==> config.mk <==
export PLATFORM = sky130hd
export DESIGN_NAME = cronometro_voltas
export DESIGN_NICKNAME = d
export VERILOG_FILES = /design/src/rtl/cronometro_pkg.sv /design/src/rtl/cronometro_voltas_contador.sv /design/src/rtl/cronometro_voltas.sv
export SDC_FILE = /design/constraint.sdc
export NUM_CORES = 1
export LEC_CHECK = 0
export ABC_AREA = 1
export CORE_UTILIZATION = 47
export CTS_BUF_LIST = sky130_fd_sc_hd__clkbuf_4 sky130_fd_sc_hd__clkbuf_8
export CTS_CLUSTER_DIAMETER = 120
export DETAILED_ROUTE_END_ITERATION = 8
export HOLD_SLACK_MARGIN = 0.12
export PLACE_DENSITY = 0.69
export SLEW_MARGIN = 20
export SYNTH_ARGS = -nofsm -noshare
export SYNTH_HDL_FRONTEND = slang
export SYNTH_SLANG_ARGS = --single-unit
==> constraint.sdc <==
create_clock -name clk -period 1.7 [get_ports clk]
set_input_delay 0.51 -clock clk [delete_from_list [all_inputs] [get_ports clk]]
set_output_delay 0.51 -clock clk [all_outputs]
set_load 0.02 [all_outputs]
==> src/rtl/cronometro_pkg.sv <==
// cronometro_pkg: shared types and helpers for the lap stopwatch.
// Holds the state enum, the field limits and the BCD helper.
package cronometro_pkg;

  typedef enum logic [1:0] {
    IDLE = 2'd0,
    RUN  = 2'd1,
    STOP = 2'd2,
    LAP  = 2'd3
  } crono_estado_e;

  localparam int CENT_MAX = 99;
  localparam int SEG_MAX  = 59;

  // Two-digit packed BCD, tens in [7:4]; valid for 0..99.
  function automatic logic [7:0] to_bcd8(
    input logic [6:0] v
  );
    logic [3:0] t;
    logic [3:0] u;
    t = 4'(v / 7'd10);
    u = 4'(v % 7'd10);
    return {t, u};
  endfunction

endpackage

==> src/rtl/cronometro_voltas_contador.sv <==
// contador_mod: one wrapping digit-field counter of the stopwatch cascade.
// Ports: clk, reset (sync, high), clr, en -> q, carry (en && q==MAX).
module contador_mod #(
  parameter int MAX = 99,
  parameter int W   = 7
) (
  input  logic         clk,
  input  logic         reset,
  input  logic         clr,
  input  logic         en,
  output logic [W-1:0] q,
  output logic         carry
);

  localparam logic [W-1:0] MAXV = W'(MAX);

  assign carry = en && (q == MAXV);

  always_ff @(posedge clk) begin
    if (reset || clr) begin
      q <= '0;
    end else if (en) begin
      q <= carry ? '0 : q + W'(1);
    end
  end

endmodule

==> src/rtl/cronometro_voltas.sv <==
// cronometro_voltas: centisecond/second/minute stopwatch with lap hold,
// clear and sticky overflow. Optional BCD outputs: CRONOMETRO_BCD_EN.
// In : clk, reset (sync, high), start_stop, lap, clear (1-cycle pulses)
// Out: cent_seg[6:0], seg[5:0], min[MIN_W-1:0], running, lap_hold,
//      overflow; with CRONOMETRO_BCD_EN also cent_bcd, seg_bcd, min_bcd.
module cronometro_voltas
  import cronometro_pkg::*;
#(
  parameter  int CLK_DIV = 1,
  parameter  int MIN_MAX = 59,
  localparam int MIN_W   =
    ($clog2(MIN_MAX + 1) < 1) ? 1 : $clog2(MIN_MAX + 1)
) (
  input  logic             clk,
  input  logic             reset,
  input  logic             start_stop,
  input  logic             lap,
  input  logic             clear,
  output logic [6:0]       cent_seg,
  output logic [5:0]       seg,
  output logic [MIN_W-1:0] min,
  output logic             running,
  output logic             lap_hold,
  output logic             overflow
`ifdef CRONOMETRO_BCD_EN
  ,
  output logic [7:0]       cent_bcd,
  output logic [7:0]       seg_bcd,
  output logic [7:0]       min_bcd
`endif
);

  localparam int PW =
    (CLK_DIV > 1) ? $clog2(CLK_DIV) : 1;
  localparam logic [PW-1:0] PMAX =
    PW'(CLK_DIV - 1);

  crono_estado_e est;
  crono_estado_e nxt;

  logic [PW-1:0]    presc;
  logic             tick;
  logic             do_clr;
  logic             lap_cap;

  logic [6:0]       cent_q;
  logic [5:0]       seg_q;
  logic [MIN_W-1:0] min_q;
  logic             c_carry;
  logic             s_carry;
  logic             m_carry;

  logic [6:0]       lap_c;
  logic [5:0]       lap_s;
  logic [MIN_W-1:0] lap_m;

  assign running  = (est == RUN) || (est == LAP);
  assign lap_hold = (est == LAP);
  assign tick     = running && (presc == PMAX);

  // A higher-priority pulse in the same cycle masks lap and clear.
  assign lap_cap = (est == RUN) && !start_stop && lap;
  assign do_clr  = (est == STOP) && !start_stop
                   && !lap && clear;

  always_comb begin
    nxt = est;
    case (est)
      IDLE: begin
        if (start_stop) nxt = RUN;
      end
      RUN: begin
        if (start_stop)  nxt = STOP;
        else if (lap)    nxt = LAP;
      end
      LAP: begin
        if (start_stop)  nxt = STOP;
        else if (lap)    nxt = RUN;
      end
      STOP: begin
        if (start_stop)  nxt = RUN;
        else if (do_clr) nxt = IDLE;
      end
      default: nxt = IDLE;
    endcase
  end

  always_ff @(posedge clk) begin
    if (reset) est <= IDLE;
    else       est <= nxt;
  end

  // Held in STOP so a resumed run keeps its fractional tick.
  always_ff @(posedge clk) begin
    if (reset || do_clr) begin
      presc <= '0;
    end else if (running) begin
      presc <= tick ? '0 : presc + PW'(1);
    end
  end

  contador_mod #(
    .MAX (CENT_MAX),
    .W   (7)
  ) u_cent (
    .clk   (clk),
    .reset (reset),
    .clr   (do_clr),
    .en    (tick),
    .q     (cent_q),
    .carry (c_carry)
  );

  contador_mod #(
    .MAX (SEG_MAX),
    .W   (6)
  ) u_seg (
    .clk   (clk),
    .reset (reset),
    .clr   (do_clr),
    .en    (c_carry),
    .q     (seg_q),
    .carry (s_carry)
  );

  contador_mod #(
    .MAX (MIN_MAX),
    .W   (MIN_W)
  ) u_min (
    .clk   (clk),
    .reset (reset),
    .clr   (do_clr),
    .en    (s_carry),
    .q     (min_q),
    .carry (m_carry)
  );

  always_ff @(posedge clk) begin
    if (reset || do_clr) begin
      overflow <= 1'b0;
    end else if (m_carry) begin
      overflow <= 1'b1;
    end
  end

  // Captures the count as it stood before this edge's increment.
  always_ff @(posedge clk) begin
    if (reset || do_clr) begin
      lap_c <= '0;
      lap_s <= '0;
      lap_m <= '0;
    end else if (lap_cap) begin
      lap_c <= cent_q;
      lap_s <= seg_q;
      lap_m <= min_q;
    end
  end

  assign cent_seg = lap_hold ? lap_c : cent_q;
  assign seg      = lap_hold ? lap_s : seg_q;
  assign min      = lap_hold ? lap_m : min_q;

`ifdef CRONOMETRO_BCD_EN
  if (MIN_MAX > 99) begin : g_bcd_range
    $error("MIN_MAX must be <= 99 with BCD");
  end

  assign cent_bcd = to_bcd8(cent_seg);
  assign seg_bcd  = to_bcd8({1'b0, seg});
  assign min_bcd  = to_bcd8(7'(min));
`endif

endmodule
==> results of run 1 <==
## state kept, by name, indices dropped and copies added (netlist names)
name      flops
u_min.q       6
u_cent.q      7
lap_c         7
lap_s         6
est           2
lap_m         6
overflow      1
presc         1
u_seg.q       6
## power by group through the flow
stage                     combinational [uW]  clock (uW)  sequential, uW
after detailed placement                 231           0            1040
after CTS                                252         705            1020
final                                    259         698            1020
after global placement                   229           0            1040
after global routing                     279         751            1030
after floorplan                          141           0            1040
## routing by layer
metal  vias to the layer above  share of wire, %
li1                       1108                 -
met1                       981                48
met2                        63                45
met3                        10               5.4
met4                         0               2.0
met5                         -                 0
## final cells by class
cell class              instances  area (um2)
well taps                      52        65.1
flip-flops and latches         42         843
inverters                      29         121
repair buffers                 76         719
multi-input cells             212        1320
fillers                       361        1340
clock inverters                 1        5.00
clock buffers                   7        90.1
## kinds of logic after synthesis
family                   count (synthesis)
AND/OR/NAND/NOR                        149
AO/OA/AOI/OAI                           56
flip-flops                              42
buffers and inverters                   40
XOR/XNOR                                 4
adder cells (fa/ha/maj)                  3
## worst max-delay path, stage by stage, from the launching register on
cell and delay [ps]:
dfxtp_2 330, nand2_2 90, clkinv_4 120, clkbuf_16 190, o21ai_1 120, buf_4 150
## Yosys cell counts, types with 2 or more instances
| cell type | n |
|---|---|
| a211oi_2 | 15 |
| a21oi_1 | 17 |
| buf_2 | 4 |
| buf_6 | 3 |
| dfxtp_1 | 42 |
| ha_1 | 3 |
| inv_1 | 25 |
| inv_4 | 3 |
| nand2_1 | 69 |
| nand2_2 | 3 |
| nand2_4 | 4 |
| nand3_1 | 15 |
| nand3b_1 | 2 |
| nand4_1 | 5 |
| nor2_1 | 33 |
| nor2_2 | 5 |
| nor2_4 | 2 |
| nor2_8 | 3 |
| nor3_1 | 5 |
| o21ai_0 | 20 |
| xor2_1 | 4 |
## placed cells by master, fill, tap and decap left out, types with 5 or more instances in the layout
| cell | synthesis | routed |
|---|---|---|
| nand2_2 | 3 | 14 |
| nand4_1 | 5 | 5 |
| buf_4 | 1 | 49 |
| inv_1 | 25 | 25 |
| nand3_1 | 15 | 15 |
| buf_6 | 3 | 9 |
| nand2_4 | 4 | 6 |
| a21oi_1 | 17 | 17 |
| dfxtp_1 | 42 | 40 |
| nand2_1 | 69 | 56 |
| o21ai_2 | 1 | 11 |
| nor2_2 | 5 | 5 |
| nor2_1 | 33 | 33 |
| buf_12 | 0 | 6 |
| a211oi_2 | 15 | 15 |
| clkbuf_8 | 0 | 6 |
| nor3_1 | 5 | 5 |
| o21ai_1 | 1 | 5 |
## per-stage QoR
step / TNS, ps / setup slack [ps] / instance area [um2] / util, %
final: -1570 / -120 / 3170 / 70.3
after detailed placement: -8840 / -251 / 2910 / 64.6
after global placement: -7940 / -247 / 2910 / 64.6
after global routing: -2460 / -153 / 3170 / 70.3
after floorplan: -795 / -53.7 / 2270 / -
after CTS: -2360 / -163 / 3090 / 68.5
## timing repair
action / in CTS / in global routing
setup buffers: 1 / 1
cloned: 2 / 1
setup endpoints to repair: 22 / 19
pin swaps: 0 / 1
resized for setup: 119 / 23
## worst min path at each step
stage / depth (start not counted) / startpoint / endpoint / slack, ps
finish: 1 / overflow$_SDFFE_PP0N_ / overflow$_SDFFE_PP0N_ / 470
global route: 2 / lap_c[1]$_SDFFE_PP0P_ / lap_c[1]$_SDFFE_PP0P_ / 500
CTS: 2 / lap_c[1]$_SDFFE_PP0P_ / lap_c[1]$_SDFFE_PP0P_ / 470
detailed placement: 2 / lap_c[1]$_SDFFE_PP0P_ / lap_c[1]$_SDFFE_PP0P_ / 460
global placement: 2 / lap_c[1]$_SDFFE_PP0P_ / lap_c[1]$_SDFFE_PP0P_ / 450
floorplan: 2 / lap_c[1]$_SDFFE_PP0P_ / lap_c[1]$_SDFFE_PP0P_ / 450
==> results by group, run 1 <==
Clock tree
  – CTS Root Buffer Type: clkbuf_8
  – Clock sink count: 42
  – CTS clk-pin slew, worst paths: 80 ps
  – CTS tree: built
  – Skew-Pair Late Insertion Delay: ~300 ps
  – Total CTS buffers: 5
  – # H-tree levels: 2
  – Max clock buf depth: 2
  – Hold_buf cts: 0

Power
  – Psw: 514 uW
  – Tot Pwr: between 1500 and 2000 uW
  – Leakage: 0.00136 uW
  – Sequential share of power: between 50% and 60%
  – Combinational Power Share: 13.1%
  – Net Sw Frac: about a quarter
  – PwrDens: about 620 nW/um2
  – Part of the power in the clock network: 35.3%
  – Power Internal: ~1500 uW
  – Worst VDD drop: slightly above 0.0006 V

Yosys
  – Post-Syn Nets: 302
  – Post-synthesis simple-gate area fraction: about 33%
  – Asr flop ratio synth: 0%
  – Syn Area/Cell: 7.71 um2
  – Synth Area in XOR/XNOR: 1.55%
  – Largest family of logic cells by synthesized area: simple AND/OR/NAND/NOR gates
  – Syn Std Cell Area: 2270 um2
  – Ys flop type: dfxtp_1
  – Compound-gate portion of the synthesized area: 17.7%
  – Seq cells post-synth: 42
  – Mux cell area share after synthesis: 0%
  – Synthesized instance count: a little under 300
  – Synth top area cells: dfxtp_1 37%, nand2_1 11%, a211oi_2 8.3%
  – Syn. warnings: 0
  – Cell accounting for the most synthesized area: dfxtp_1
  – Share of the synthesized area in the top cell type: a little under two fifths
  – Post-synthesis adder-cell area fraction: roughly 1.7%
  – Post-synth EDFFs: 0
  – Distinct cells, synth: 33
  – Sequential-to-total area share from yosys stat: about 37%

Floorplan
  – Die extent in y: roughly 71 um
  – Initial Utilization: approximately half
  – Core Box Area: between 4000 and 5000 um2
  – Die area: a little over 5000 um2
  – Die width: slightly above 70 um
  – # rows: 24
  – Top Ports: 27

Routing
  – 1st-iter DRT viols: 92
  – Routed Antenna Nets: 0
  – DRT Wirelength: about 5700 um
  – DRC: 0
  – Total number of vias: ~2200
  – Wirelength per Cell: approximately 14 um
  – Routed vias/inst: ~5.2
  – Initial DRT Pass Iterations: 4

Status
  – Status: finished, violations left
  – Failing checks: negative setup slack

Placement
  – Placed cells: slightly above 400
  – Port Buffers: 26
  – Final HPWL DP: around 3700 um
  – Routability Congestion: roughly 0.87

STA
  – # setup viols final: 19
  – Final worst path period need: roughly 1800 ps
  – Worst-Margin Slew: about 300 ps
  – Tcrit/Tclk final: 107%
  – Final Hold Viols: 0
  – Max transition margin: 80.1%
  – Peak Freq: approximately 550 MHz
  – Unrepaired setup endpoints after global routing: yes
  – Slew Limit Fails: 0
  – Setup slack after layout: -120 ps
  – Hold WS: roughly 470 ps
  – Worst Skew: 7.95 ps

GRT
  – Pin count of the biggest net entering global routing: 25
  – Number of global-route vias before repair: a little over 2000
  – Initial antenna violation count: 0
  – Met3 Resource Use GR: ~3.4%
  – GR Util met2: 38.2%
  – Overflow left after global routing: 0
  – Grt peak-use layer: met2
  – GRT Total Usage: between 20% and 30%
  – First-pass GRT wire length: roughly 9500 um
  – Met1 usage: between 30 and 40%

Finish
  – Layout cells sized above 1: between 30 and 40%
  – Nets: between 300 and 400
  – Antenna fix cells: 0
  – P&R area growth vs syn: 39.7%
  – Fin cells: about 420

Flow run
  – Max-cap violations: 0

Critical path
  – RR Endpoint: u_seg.q[3]$_SDFFE_PP0N_
  – Setup crit end: cent_seg[5]
  – Worst EP required: around 1200 ps
  – R2R Setup Slk: 130 ps
  – Crit Path Max Fanout: 8
  – Crit start category: flip-flop
  – Worst Setup SP: est[1]$_SDFFE_PP0P_
  – Worst Setup End Kind: primary output
  – Worst flop-to-flop path startpoint: u_cent.q[0]$_SDFFE_PP0P_
  – Critical Path AT: ~1300 ps
  – Crit Path Category: reg -> out
  – Worst r2r path cells: 7

Worst hold path
  – Hold Path Class: reg -> reg
Power figures use the tool's default switching activity.
==> run 2, diff against run 1 <==
- CORE_UTILIZATION: 47 -> 58
- PLACE_DENSITY: 0.69 -> 0.82
==> results by group, run 2 (synthesis results as in run 1) <==
Routing
  – Initial DRT Pass Iterations: 5
  – Total number of vias: between 2000 and 2500
  – Routed vias/inst: just under 6
  – Routed Antenna Nets: 0
  – 1st-iter DRT viols: approximately 220
  – Routed wl met3: 559 um
  – Uppermost layer routed: met4
  – DR WL met2: between 3000 and 4000 um
  – DRC: 0
  – Wirelength per Cell: about 17 um
  – DRT Wirelength: approximately 7100 um
  – Wl on met1: roughly 2700 um

Finish
  – Fin area: approximately 3300 um2
  – Antenna fix cells: 0
  – Most common cell after layout, fill and taps aside: nand2_1
  – P&R area growth vs syn: 43.8%
  – Most frequent cells in the layout: 56 x nand2_1, 55 x buf_4, 40 x dfxtp_1, 33 x nor2_1, 25 x inv_1
  – Nets: roughly 380
  – Largest registers: lap_c: 7 flops, u_cent.q: 7 flops
  – Layout cells sized above 1: just over 40%
  – Fillers: between 150 and 200

Flow run
  – Max-cap violations: 0

Placement
  – Placement Cell Area: about 2900 um2
  – Routability Congestion: between 0.9 and 1
  – Final HPWL DP: between 3000 and 4000 um
  – Port Buffers: 26

Clock tree
  – CTS tree: built
  – CTS clk-pin slew, worst paths: around 80 ps
  – Max clock buf depth: 2
  – Clock sink count: 42
  – Hold_buf cts: 0
  – # H-tree levels: 2
  – CTS Root Buffer Type: clkbuf_8
  – Total CTS buffers: 5
  – Skew-Pair Late Insertion Delay: 300 ps

STA
  – Setup TNS: -1790 ps
  – Peak Freq: 538 MHz
  – Unrepaired setup endpoints after global routing: yes
  – Tcrit/Tclk final: 109%
  – # setup viols final: 22
  – Final worst path period need: 1860 ps
  – Worst-Margin Slew: 262 ps
  – Worst Skew: 8.07 ps
  – Final Hold Viols: 0
  – Setup slack after layout: -159 ps
  – Slew Limit Fails: 0
  – Max transition margin: 82.5%

Critical path
  – Crit start category: flip-flop
  – Worst path top cell family by delay: buffers and inverters
  – Critical path's slowest cell: dfxtp_2
  – Buffers and inverters on the worst path: 3
  – Crit Path Max Fanout: 7
  – Worst-path cell chain: nand2_4, clkinv_8, clkbuf_16, o21ai_2, buf_4
  – Worst Setup End Kind: primary output
  – Critical Path AT: ~1400 ps
  – CP max stage delay: about 350 ps
  – Worst EP required: about 1200 ps
  – Crit Path Category: reg -> out

Power
  – PwrDens: 650 nW/um2
  – Leakage: 0.00139 uW
  – Worst VDD drop: 0.000490 V

Floorplan
  – Die area: around 4200 um2
  – Die extent in y: around 65 um
  – Initial Utilization: 61.0%
  – Top Ports: 27
  – # rows: 22
  – Die width: 64.5 um
  – Core Box Area: about 3700 um2

GRT
  – GRT Total Usage: approximately 30%
  – Overflow left after global routing: 0
  – Number of global-route vias before repair: approximately 2200
  – Pin count of the biggest net entering global routing: 17
  – First-pass GRT wire length: ~10000 um
  – Initial antenna violation count: 0

Worst hold path
  – Hold Path Class: reg -> reg

Status
  – Status: finished, violations left
  – Failing checks: negative setup slack
-- run 2: area by class of cell --
type | instances | area, um2 | area share [%]
timing repair buffer | 81 | 766 | 23.5
tap | 48 | 60.1 | 1.84
inverter | 29 | 129 | 3.95
multi-input combinational | 212 | 1350 | 41.4
sequential | 42 | 843 | 25.9
clock buffer | 6 | 82.6 | 2.53
clock inverter | 1 | 30.0 | 0.921
-- run 2: timing repair --
item | 4_1_cts | 5_1_grt
buffers inserted | 1 | 5
setup endpoints to repair | 22 | 28
resized for setup | 113 | 49
pin swaps | 0 | 7
cloned | 0 | 2
-- run 2: path summary, 6_finish.rpt --
check	from	endpoint	slack [ps]	depth (start not counted)
hold / removal	lap_c[1]$_SDFFE_PP0P_	lap_c[1]$_SDFFE_PP0P_	490	2
hold reg to reg	lap_c[1]$_SDFFE_PP0P_	lap_c[1]$_SDFFE_PP0P_	490	2
setup / recovery	est[0]$_SDFFE_PP0P_	seg[2]	-160	5
setup reg to reg	u_seg.q[3]$_SDFFE_PP0N_	overflow$_SDFFE_PP0N_	-90	8
-- run 2: metal layers --
layer | GRT usage [%] | up-vias
li1 | - | 1116
met1 | 35.8 | 1127
met2 | 54.5 | 149
met3 | 5.28 | 51
met4 | 9.72 | 0
met5 | 0 | -
-- run 2: metrics by stage --
| step | hold slack, ps | std cells | total power, uW | setup slack (ps) | utilization (%) |
|---|---|---|---|---|---|
| global placement | 450 | 404 | 1270 | -271 | 78.1 |
| finish | 489 | 419 | 2120 | -159 | 87.7 |
| global route | 519 | 419 | 2180 | -179 | 87.7 |
| floorplan | 445 | 294 | 1180 | -53.7 | - |
| CTS | 472 | 412 | 2070 | -68.5 | 80.7 |
| detailed placement | 455 | 404 | 1280 | -331 | 78.1 |
-- run 2: worst reg2reg max path, delay by kind of cell, from the launching register on --
family                 cells  cell delay (ps)
flip-flops                 1              460
AO/OA/AOI/OAI              1              150
buffers and inverters      3              480
AND/OR/NAND/NOR            4              640
-- run 2: report_power, final --
group | total [uW] | leakage (uW) | internal [uW] | switching (uW)
registers | 1030 | 0.000341 | 1010 | 18.8
logic | 276 | 0.000989 | 120 | 157
clock network | 815 | 0.0000573 | 470 | 345
==> RTL change: new RTL, config.mk and constraints of run 2 <==
Reset style: asynchronous (`reset`), changed in one clocked block.
--- a/src/rtl/cronometro_voltas.sv
+++ b/src/rtl/cronometro_voltas.sv
@@ -85,7 +85,7 @@
     endcase
   end
 
-  always_ff @(posedge clk) begin
+  always_ff @(posedge clk or posedge reset) begin
     if (reset) est <= IDLE;
     else       est <= nxt;
   end
Function: differs if reset is asserted again (counterexample within 4 cycles, from zero or initial values and one cycle with reset high); with reset held inactive, the same outputs for 10 cycles.
==> RTL change against run 2 <==
- the run still ends with negative setup slack left
- clock skew down 0.00076 ns
- routed wire length down 21%
- fmax down 2.0%
- synthesized area down 5.8%
- final area down 8.4%
- first-iteration DRC count down 37%
- setup slack worse by 0.038 ns
- sequential cell count unchanged
- global-route usage up 0.54 points
Power is not compared: it rests on default switching activity, and its combinational part moved more than twofold at a synthesized area within 25%.
==> RTL change: results (changes against run 2) <==
| Metric | Value |
|---|---|
| CTS buffer count | `5 (unchanged)` |
| Crit Path Max Fanout | `10 (+3)` |
| VDD IR max | `0.000611 V` |
| Cells after DPL | `411 (+1.7%)` |
| Layout cell share with drive strength beyond 1 | `30.4% (-11 points)` |
| Switch Pwr | `~0.001 W` |
| CP Launch Point | `est[0]` |
| Slowest Stage Delay on Critical Path | `0.40 ns (+0.05 ns)` |
| Main area contributors after synthesis | `dfxtp_1, nand2_1, a21oi_1, inv_1, nor2_1` |
| Mapped Avg Cell Area | `6.73 um^2 (-13%)` |
| Final Setup Violations | `19 (-14%)` |
| Met3 routed WL | `297 um (-47%)` |
| Syn_nets | `325 (+7.6%)` |
| HP Start | `lap_c[5]` |
| GR Util met1 | `40.6% (+4.8 points)` |
| Metal-1 WL | `2.52 mm (-6.1%)` |
| Largest registers | `lap_c: 7 flops, u_cent.q: 7 flops` |
| HP Class | `reg -> reg` |
| Outcome | `finished, violations left` |
| Global-route wire length before repair | `9.51 mm (-2.1%)` |
| Routed vias | `2302 (-5.8%)` |
| Failing checks | `negative setup slack` |
| Fin worst setup slack | `-0.197 ns (-0.0380 ns)` |
| Asr flop ratio synth | `4.76% (+4.8 points)` |
| CP max stage cell | `dfrtp_1` |
| GR Util met2 | `50.0% (-4.5 points)` |
| Yosys warns | `0 (unchanged)` |
| Post-synth cell types | `25 (-24%)` |
| Met3 Usage GRT | `6.93% (+1.7 points)` |
| Total Wirelength | `5.59 mm (-21%)` |
| Vias in the first global route | `2123 (-2.7%)` |
| Synth cell count leaders | `nand2_1, dfxtp_1, a21oi_1, inv_1, nor2_1` |
| CP arrival | `1.39 ns (+0.04 ns)` |
| Met2 wire length | `2.68 mm (-23%)` |
| Tot GR Track Use | `30.7% (+0.54 points)` |
| Longest Clk Path Bufs | `2 (unchanged)` |
| # nets final | `392 (+3.4%)` |
| Top Metal Used | `met4` |
| I/O Buffers | `26 (unchanged)` |
| 1st-iter DRT viols | `140 (-37%)` |
| Rel. slew slack | `85.4% (+2.9 points)` |
| Avg Vias per Cell | `5.34 (-8.4%)` |
| Placer congestion estimate | `0.901 (-0.73%)` |
| DR pass1 iterations | `4 (-1)` |
| Post-Route Setup TNS | `-2.46 ns (-0.678 ns)` |
| Largest net degree at the start of global routing | `20 (+3)` |
| Clk_skew | `0.00730 ns (-0.000763 ns)` |
| Seq/Total Area, Yosys | `39.9% (+2.8 points)` |
| Post-DP Area | `2660 um^2 (-8.2%)` |
| HPWL after DPL | `3.52 mm (-11%)` |
==> RTL change: what timing repair did <==
item	in CTS	in global routing
setup buffers	11	1
hold buffers	0	0
resized for setup	135	26
pin swaps	1	4
endpoints found under the setup margin	22	31
==> RTL change: stage by stage <==
stage | util, % | hold WS [ns] | setup slack (ns)
after floorplan | - | 0.260 | -0.0487
after global placement | 77.4 | 0.443 | -0.240
after detailed placement | 77.4 | 0.443 | -0.247
after CTS | 84.2 | 0.453 | -0.164
after global routing | 86.7 | 0.492 | -0.244
final | 86.7 | 0.466 | -0.197
==> RTL change: cell type report <==
| cell class | count | area [um^2] |
|---|---|---|
| multi-input cells | 230 | 1180 |
| repair buffers | 74 | 684 |
| inverters | 31 | 121 |
| fillers | 192 | 457 |
| clock buffers | 6 | 82.6 |
| flip-flops and latches | 42 | 851 |
| clock inverters | 2 | 12.5 |
| well taps | 46 | 57.6 |
==> RTL change: cells by family (layout without fill, tap and decap cells) <==
family                   count (synthesis)  count (layout)  share of synthesized area [%]
AO/OA/AOI/OAI                           47              47                           11.0
XOR/XNOR                                 4               4                           1.64
adder cells (fa/ha/maj)                  3               3                           1.76
buffers and inverters                   45             113                           10.1
flip-flops                              42              42                           39.9
AND/OR/NAND/NOR                        176             176                           35.6
==> RTL change: path summary, 6_finish.rpt <==
kind	to	cells after the start	slack [ns]
worst min register to register	lap_c[5]	2	0.47
worst max-delay path	cent_seg[3]	6	-0.20
min in group asynchronous	est[1]	3	0.49
worst min-delay path	lap_c[5]	2	0.47
max in group asynchronous	est[0]	3	1.12
worst max register to register	u_min.q[1]	9	0.07
==> RTL change: worst min-delay path, stage by stage (launching register included) <==
cell	delay (ns)
dfxtp_1	0.32
nand2_1	0.06
a21oi_1	0.05
